$ cat src/rtl/multicycle_main_fsm.sv
// Main control FSM of the multicycle RISC-V core: sequences fetch, decode,
// execute, memory and writeback steps and drives every datapath select/enable.
module multicycle_main_fsm #(
  parameter int STATE_W       = 4,
  parameter bit MEM_HANDSHAKE = 1'b1
) (
  input  logic               clk,
  input  logic               reset,
  input  logic [6:0]         op,
  input  logic               mem_ready,
  output logic               Branch,
  output logic               PCUpdate,
  output logic               RegWrite,
  output logic               MemWrite,
  output logic               IRWrite,
  output logic [1:0]         ResultSrc,
  output logic [1:0]         ALUSrcA,
  output logic [1:0]         ALUSrcB,
  output logic               AdrSrc,
  output logic [1:0]         ALUOp,
  output logic               illegal_instr,
  output logic [STATE_W-1:0] state_dbg
);

  typedef enum logic [STATE_W-1:0] {
    S_FETCH    = STATE_W'(0),
    S_DECODE   = STATE_W'(1),
    S_MEMADR   = STATE_W'(2),
    S_MEMREAD  = STATE_W'(3),
    S_MEMWB    = STATE_W'(4),
    S_MEMWRITE = STATE_W'(5),
    S_EXECUTER = STATE_W'(6),
    S_EXECUTEI = STATE_W'(7),
    S_ALUWB    = STATE_W'(8),
    S_BEQ      = STATE_W'(9),
    S_JAL      = STATE_W'(10)
  } state_t;

  localparam logic [6:0] OP_LW   = 7'b0000011;
  localparam logic [6:0] OP_SW   = 7'b0100011;
  localparam logic [6:0] OP_R    = 7'b0110011;
  localparam logic [6:0] OP_I    = 7'b0010011;
  localparam logic [6:0] OP_JAL  = 7'b1101111;
  localparam logic [6:0] OP_BEQ  = 7'b1100011;

  state_t state, next_state, out_state;
  logic   rdy;

  assign rdy       = MEM_HANDSHAKE ? mem_ready : 1'b1;
  assign state_dbg = state;

  // NOTE: state is the only flop; it takes non-blocking assignments so every
  // reader sees the pre-edge value, while the comb blocks below use blocking.
  always_ff @(posedge clk) begin
    if (reset) state <= S_FETCH;
    else       state <= next_state;
  end

  always_comb begin
    next_state = S_FETCH;
    case (state)
      S_FETCH:    next_state = rdy ? S_DECODE : S_FETCH;
      S_DECODE: begin
        case (op)
          OP_LW, OP_SW: next_state = S_MEMADR;
          OP_R:         next_state = S_EXECUTER;
          OP_I:         next_state = S_EXECUTEI;
          OP_JAL:       next_state = S_JAL;
          OP_BEQ:       next_state = S_BEQ;
          default:      next_state = S_FETCH;
        endcase
      end
      S_MEMADR:   next_state = (op == OP_LW) ? S_MEMREAD : S_MEMWRITE;
      S_MEMREAD:  next_state = rdy ? S_MEMWB : S_MEMREAD;
      S_MEMWB:    next_state = S_FETCH;
      S_MEMWRITE: next_state = rdy ? S_FETCH : S_MEMWRITE;
      S_EXECUTER: next_state = S_ALUWB;
      S_EXECUTEI: next_state = S_ALUWB;
      S_ALUWB:    next_state = S_FETCH;
      S_BEQ:      next_state = S_FETCH;
      S_JAL:      next_state = S_ALUWB;
      default:    next_state = S_FETCH;
    endcase
  end

  // While reset is held the outputs look like FETCH, so a mid-instruction
  // reset never fires a register or memory write.
  assign out_state = reset ? S_FETCH : state;

  // NOTE: every output gets a default before the case, so no path leaves one
  // unassigned and no latch is inferred.
  always_comb begin
    Branch        = 1'b0;
    PCUpdate      = 1'b0;
    RegWrite      = 1'b0;
    MemWrite      = 1'b0;
    IRWrite       = 1'b0;
    ResultSrc     = 2'b00;
    ALUSrcA       = 2'b00;
    ALUSrcB       = 2'b00;
    AdrSrc        = 1'b0;
    ALUOp         = 2'b00;
    illegal_instr = 1'b0;
    case (out_state)
      S_FETCH: begin
        ALUSrcB   = 2'b10;
        ResultSrc = 2'b10;
        IRWrite   = rdy;
        PCUpdate  = rdy;
      end
      S_DECODE: begin
        ALUSrcA = 2'b01;
        ALUSrcB = 2'b01;
        case (op)
          OP_LW, OP_SW, OP_R, OP_I, OP_JAL, OP_BEQ: illegal_instr = 1'b0;
          default:                                  illegal_instr = 1'b1;
        endcase
      end
      S_MEMADR: begin
        ALUSrcA = 2'b10;
        ALUSrcB = 2'b01;
      end
      S_MEMREAD: begin
        AdrSrc = 1'b1;
      end
      S_MEMWB: begin
        ResultSrc = 2'b01;
        RegWrite  = 1'b1;
      end
      S_MEMWRITE: begin
        AdrSrc   = 1'b1;
        MemWrite = 1'b1;
      end
      S_EXECUTER: begin
        ALUSrcA = 2'b10;
        ALUOp   = 2'b10;
      end
      S_EXECUTEI: begin
        ALUSrcA = 2'b10;
        ALUSrcB = 2'b01;
        ALUOp   = 2'b10;
      end
      S_ALUWB: begin
        RegWrite = 1'b1;
      end
      S_BEQ: begin
        ALUSrcA = 2'b10;
        ALUOp   = 2'b01;
        Branch  = 1'b1;
      end
      S_JAL: begin
        ALUSrcA  = 2'b01;
        ALUSrcB  = 2'b10;
        PCUpdate = 1'b1;
      end
      default: ;
    endcase
  end

endmodule
$ cat config.mk
export PLATFORM = sky130hd
export DESIGN_NAME = multicycle_main_fsm
export DESIGN_NICKNAME = d
export VERILOG_FILES = /design/src/rtl/multicycle_main_fsm.sv
export SDC_FILE = /design/constraint.sdc
export NUM_CORES = 1
export LEC_CHECK = 0
export BUFFER_PORTS_ARGS = -buffer_cell sky130_fd_sc_hd__clkbuf_2
export CORE_ASPECT_RATIO = 0.75
export CORE_UTILIZATION = 30
export CTS_CLUSTER_DIAMETER = 50
export DETAILED_ROUTE_END_ITERATION = 16
export PLACE_DENSITY = 0.67
export REMOVE_ABC_BUFFERS = 1
export SETUP_SLACK_MARGIN = 0.3
export SLEW_MARGIN = 25
export SYNTH_ARGS = -nofsm -noshare
export SYNTH_HDL_FRONTEND = slang
export SYNTH_SLANG_ARGS = --single-unit
export TNS_END_PERCENT = 5
$ cat constraint.sdc
create_clock -name clk -period 2.25 [get_ports clk]
set_input_delay 0.1125 -clock clk [delete_from_list [all_inputs] [get_ports clk]]
set_output_delay 0.1125 -clock clk [all_outputs]
set_load 0.02 [all_outputs]
# After elaboration in Yosys (flattened, before gate mapping)
# Index checks and enable logic that the tools add are counted.
# Widths: inputs -> output; s select.
# totals
reg_bits	4
inputBits	10
out_inout_bits	19
# classes
eq_ne	23
n_mux	19
n_reduce_logical	12
# ops
op	count
$eq 4x3->1 const B	7
$pmux 4 s6	1
$pmux 4 s5	1
$eq 4x2->1 const B	4
$eq 4x4->1 const B	4
$pmux 2 s2	4
$eq 7x6->1 const B	2
$eq 7x7->1 const B	2
$reduce_or 2->1	6
$mux 3	3
$eq 4x1->1 const B	2
$logic_not 4->1	2
$mux 1	8
$eq 7x2->1 const B	1
$eq 7x5->1 const B	1
$reduce_or 3->1	2
$reduce_or 6->1	1
$mux 4	1
$reduce_or 4->1	1
$pmux 1 s2	1

# Logic depth before layout (Yosys ltp)
# depth
depth_word	4
ltp_mapped	5
depth_no_buf	4

# Worst setup path after synthesis
# Ideal clock, no wire load.
# synth_timing
kind	flip-flop to output port
startpoint	register state[3] (netlist: state_dbg[3])
endpoint	output ALUOp[0]
arrival_time_ps	1951
setup_slack_ps	186
path_stages_with_launch	4
path_cell_list	dfxtp_1 clkbuf_1 nor4b_1 buf_4
# synth_between
elab_chain_cells	4
elab_cells_between_ends	6
cone_classes	eq/ne: 3; mux: 2; reduce/logical: 1
# synth_lines
item	line_no	source
from (decl)	46	state_t state, next_state, out_state;
from (signal assigned)	56	else state <= next_state;
$mux 4 (*)	88	assign out_state = reset ? S_FETCH : state;
$eq 4x3->1	104	case (out_state)
$reduce_or 2->1 (no line)	n/a	
$pmux 2 s2 (*)	104	
to (decl)	20	output logic [1:0] ALUOp,
# Every way passes the cells marked *; elsewhere a longest branch is shown, timed or not.

# Worst setup path in the final report
# layout_timing
startpoint	register state[0] (netlist: state_dbg[0])
endpoint	output Branch
# layout_between
elab_chain_cells	3
# layout_lines
item	line_no	source
$mux 4	88	
$eq 4x4->1	104	
$mux 1	104	
to (decl)	11	output logic Branch,
# Every way passes these cells.

==> results.cfg <==
[placement]
place_hpwl_mm = 1.14
place_inst = 126
pre_cts_slack_ns = 0.603
gp_congestion = 0.861
io_buffers = 28

[hold_path]
worstHoldPathCells = 3
hold_class = input port to flop

[finish]
diodes = 0
final_nets = 120
utilization_pct = 44.5
area_growth_pct = 30.1
largest_register_ffs = 4
layout-drive-gt1-share_pct = 34.3
final_cell_count_no_fill = 129

[clock_network]
clockBufferDepth = 2
cts_resized = 0
cts_tree = built
clkSinkCount = 4
ctsRootBufferMaster = clkbuf_4
path_clk_slew_ns = 0.04
htree_levels = 1
hold_buffers = 0
insertion_delay_ns = 0.23
cts_setup_buffers = 0
cts_buffers = 3

[sta]
finalCritPeriodShare_pct = 78.8
setup_viol = 0
period_needed_ns = 1.77
setup_tns_ns = 0
slew_headroom_pct = 60.5
finalHoldViolCount = 0
setup_slack_ns = 0.476
clock_skew_ns = 0.000816
rsz0062_at_grt = no
slew_viol_final = 0
max_freq_ghz = 0.564
worst_pin_slew_ns = 0.591

[synthesis]
ys_top_cells_by_area = dfxtp_1, nor2_1, nand2_1, nand2b_1, nor3_1
async_flop_share_pct = 0
ys_ff_latch = 4
syn-cell-area_um2 = 544
syn-instance-count = 83
synth_top_area_cell = dfxtp_1
yosys_warnings = 0
syn_area_per_cell_um2 = 6.56
synthDistinctLibCells = 40
synth-edff-count = 0
synth_top_area_share_pct = 14.7
synth-main-ff-cell = dfxtp_1
ys_seq_area_share_pct = 14.7

[global_route]
overflow = 0
grt_max_degree = 18
antenna_found_initial = 0
grt_pass1_vias = 533
grt_first_pass_wirelength_mm = 2.37
grtUsageTotal_pct = 16.7

[pwr]
power_leakage_nw = 0.300
ir_worst_vdd_v = 0.000127
power_mw = 0.236
p_per_area_mw_per_mm2 = 333

[floorplan]
die_w_um = 51.2
rows = 12
initial_utilization_pct = 34.2
die_area_mm2 = 0.00199
die_y_um = 38.9
coreArea_mm2 = 0.00159
pin_count = 29

[worst_setup_path]
cp_max_fo = 16
rr_worst_depth = 4
crit_type = flop to primary output
cp.arrival_ns = 1.66
cp-end-kind = primary output
worstPathCellList = nand2b_4, nor4b_1, clkbuf_2
startpoint_type = flop
slowest_delay_ns = 0.67
crit_required_ns = 2.14
cp_slowest_cell = dfxtp_1

[run]
max-cap-violations = 0

[detailed_routing]
drt_first_pass_iters = 4
initialDrtViolationCount = 8
postRouteAntennaNets = 0
viasPerCell = 5.34
totalWireLength_mm = 1.54
dr_total_vias = 689
wl_per_cell_um = 11.9
route.detailed.drc = 0

[outcome]
status = completed
cell usage after synthesis, drive strengths merged, types with 2 or more instances:
cell,instances
a211oi,2
a21o,2
a21oi,5
buf,4
clkbuf,3
dfxtp,4
nand2,8
nand2b,5
nor2,16
nor3,5
o21ai,3
xnor2,2
power breakdown:
part	total, mW	internal, mW	switching (mW)
Clock	0.0884	0.0596	0.0288
Sequential	0.0792	0.0728	0.00640
Combinational	0.0681	0.0276	0.0404
critical path, delay by kind of cell, from the launching register on:
family,cells,cell delay [ns]
buffers and inverters,1,0.24
flip-flops,1,0.67
AND/OR/NAND/NOR,2,0.51
logic make-up after synthesis:
family / Yosys count / synth area share [%]
buf+inv: 8 / 6.67
xor+xnor: 3 / 4.83
flops: 4 / 14.7
simple gates: 47 / 46.4
compound gates: 21 / 27.4
metal layers:
layer  global-route usage, %  routed length [µm]
met3                    3.53                  77
met4                    10.4                  27
met1                    21.5                 729
met2                    25.3                 701
met5                       0                   0
layout make-up:
class	count	area, µm²
Clock buffer	3	22.5
Fill cell	184	883
Inverter	1	3.75
Multi-Input combinational cell	71	428
Sequential cell	4	80.1
Tap cell	21	26.3
Timing Repair Buffer	29	148
cell usage in the layout, fill, tap and decap left out, drive strengths merged, types with 2 or more instances in the layout:
cell type,netlist,routed
nor2,16,16
a211oi,2,2
nor3,5,5
nand2,8,8
a21oi,5,5
nand2b,5,5
xnor2,2,2
a21o,2,2
o21ai,3,3
dfxtp,4,4
clkbuf,3,31
metrics by stage:
| stage | area (µm²) | hold WS [ns] |
|---|---|---|
| 2_1_floorplan | 512 | 0.303 |
| 4_1_cts | 708 | 0.189 |
| 5_1_grt | 708 | 0.208 |
| 3_5_place_dp | 686 | 0.439 |
| 3_3_place_gp | 686 | 0.449 |
| 6_report | 708 | 0.197 |
path summary, 6_finish.rpt:
kind / from / end / slack (ns)
max: state_dbg[0] / Branch / 0.48
min: op[4] / state_dbg[2] / 0.20
max reg2reg: state_dbg[0] / state_dbg[0] / 0.59
min reg2reg: state_dbg[1] / state_dbg[2] / 0.77
Power figures use the tool's default switching activity.
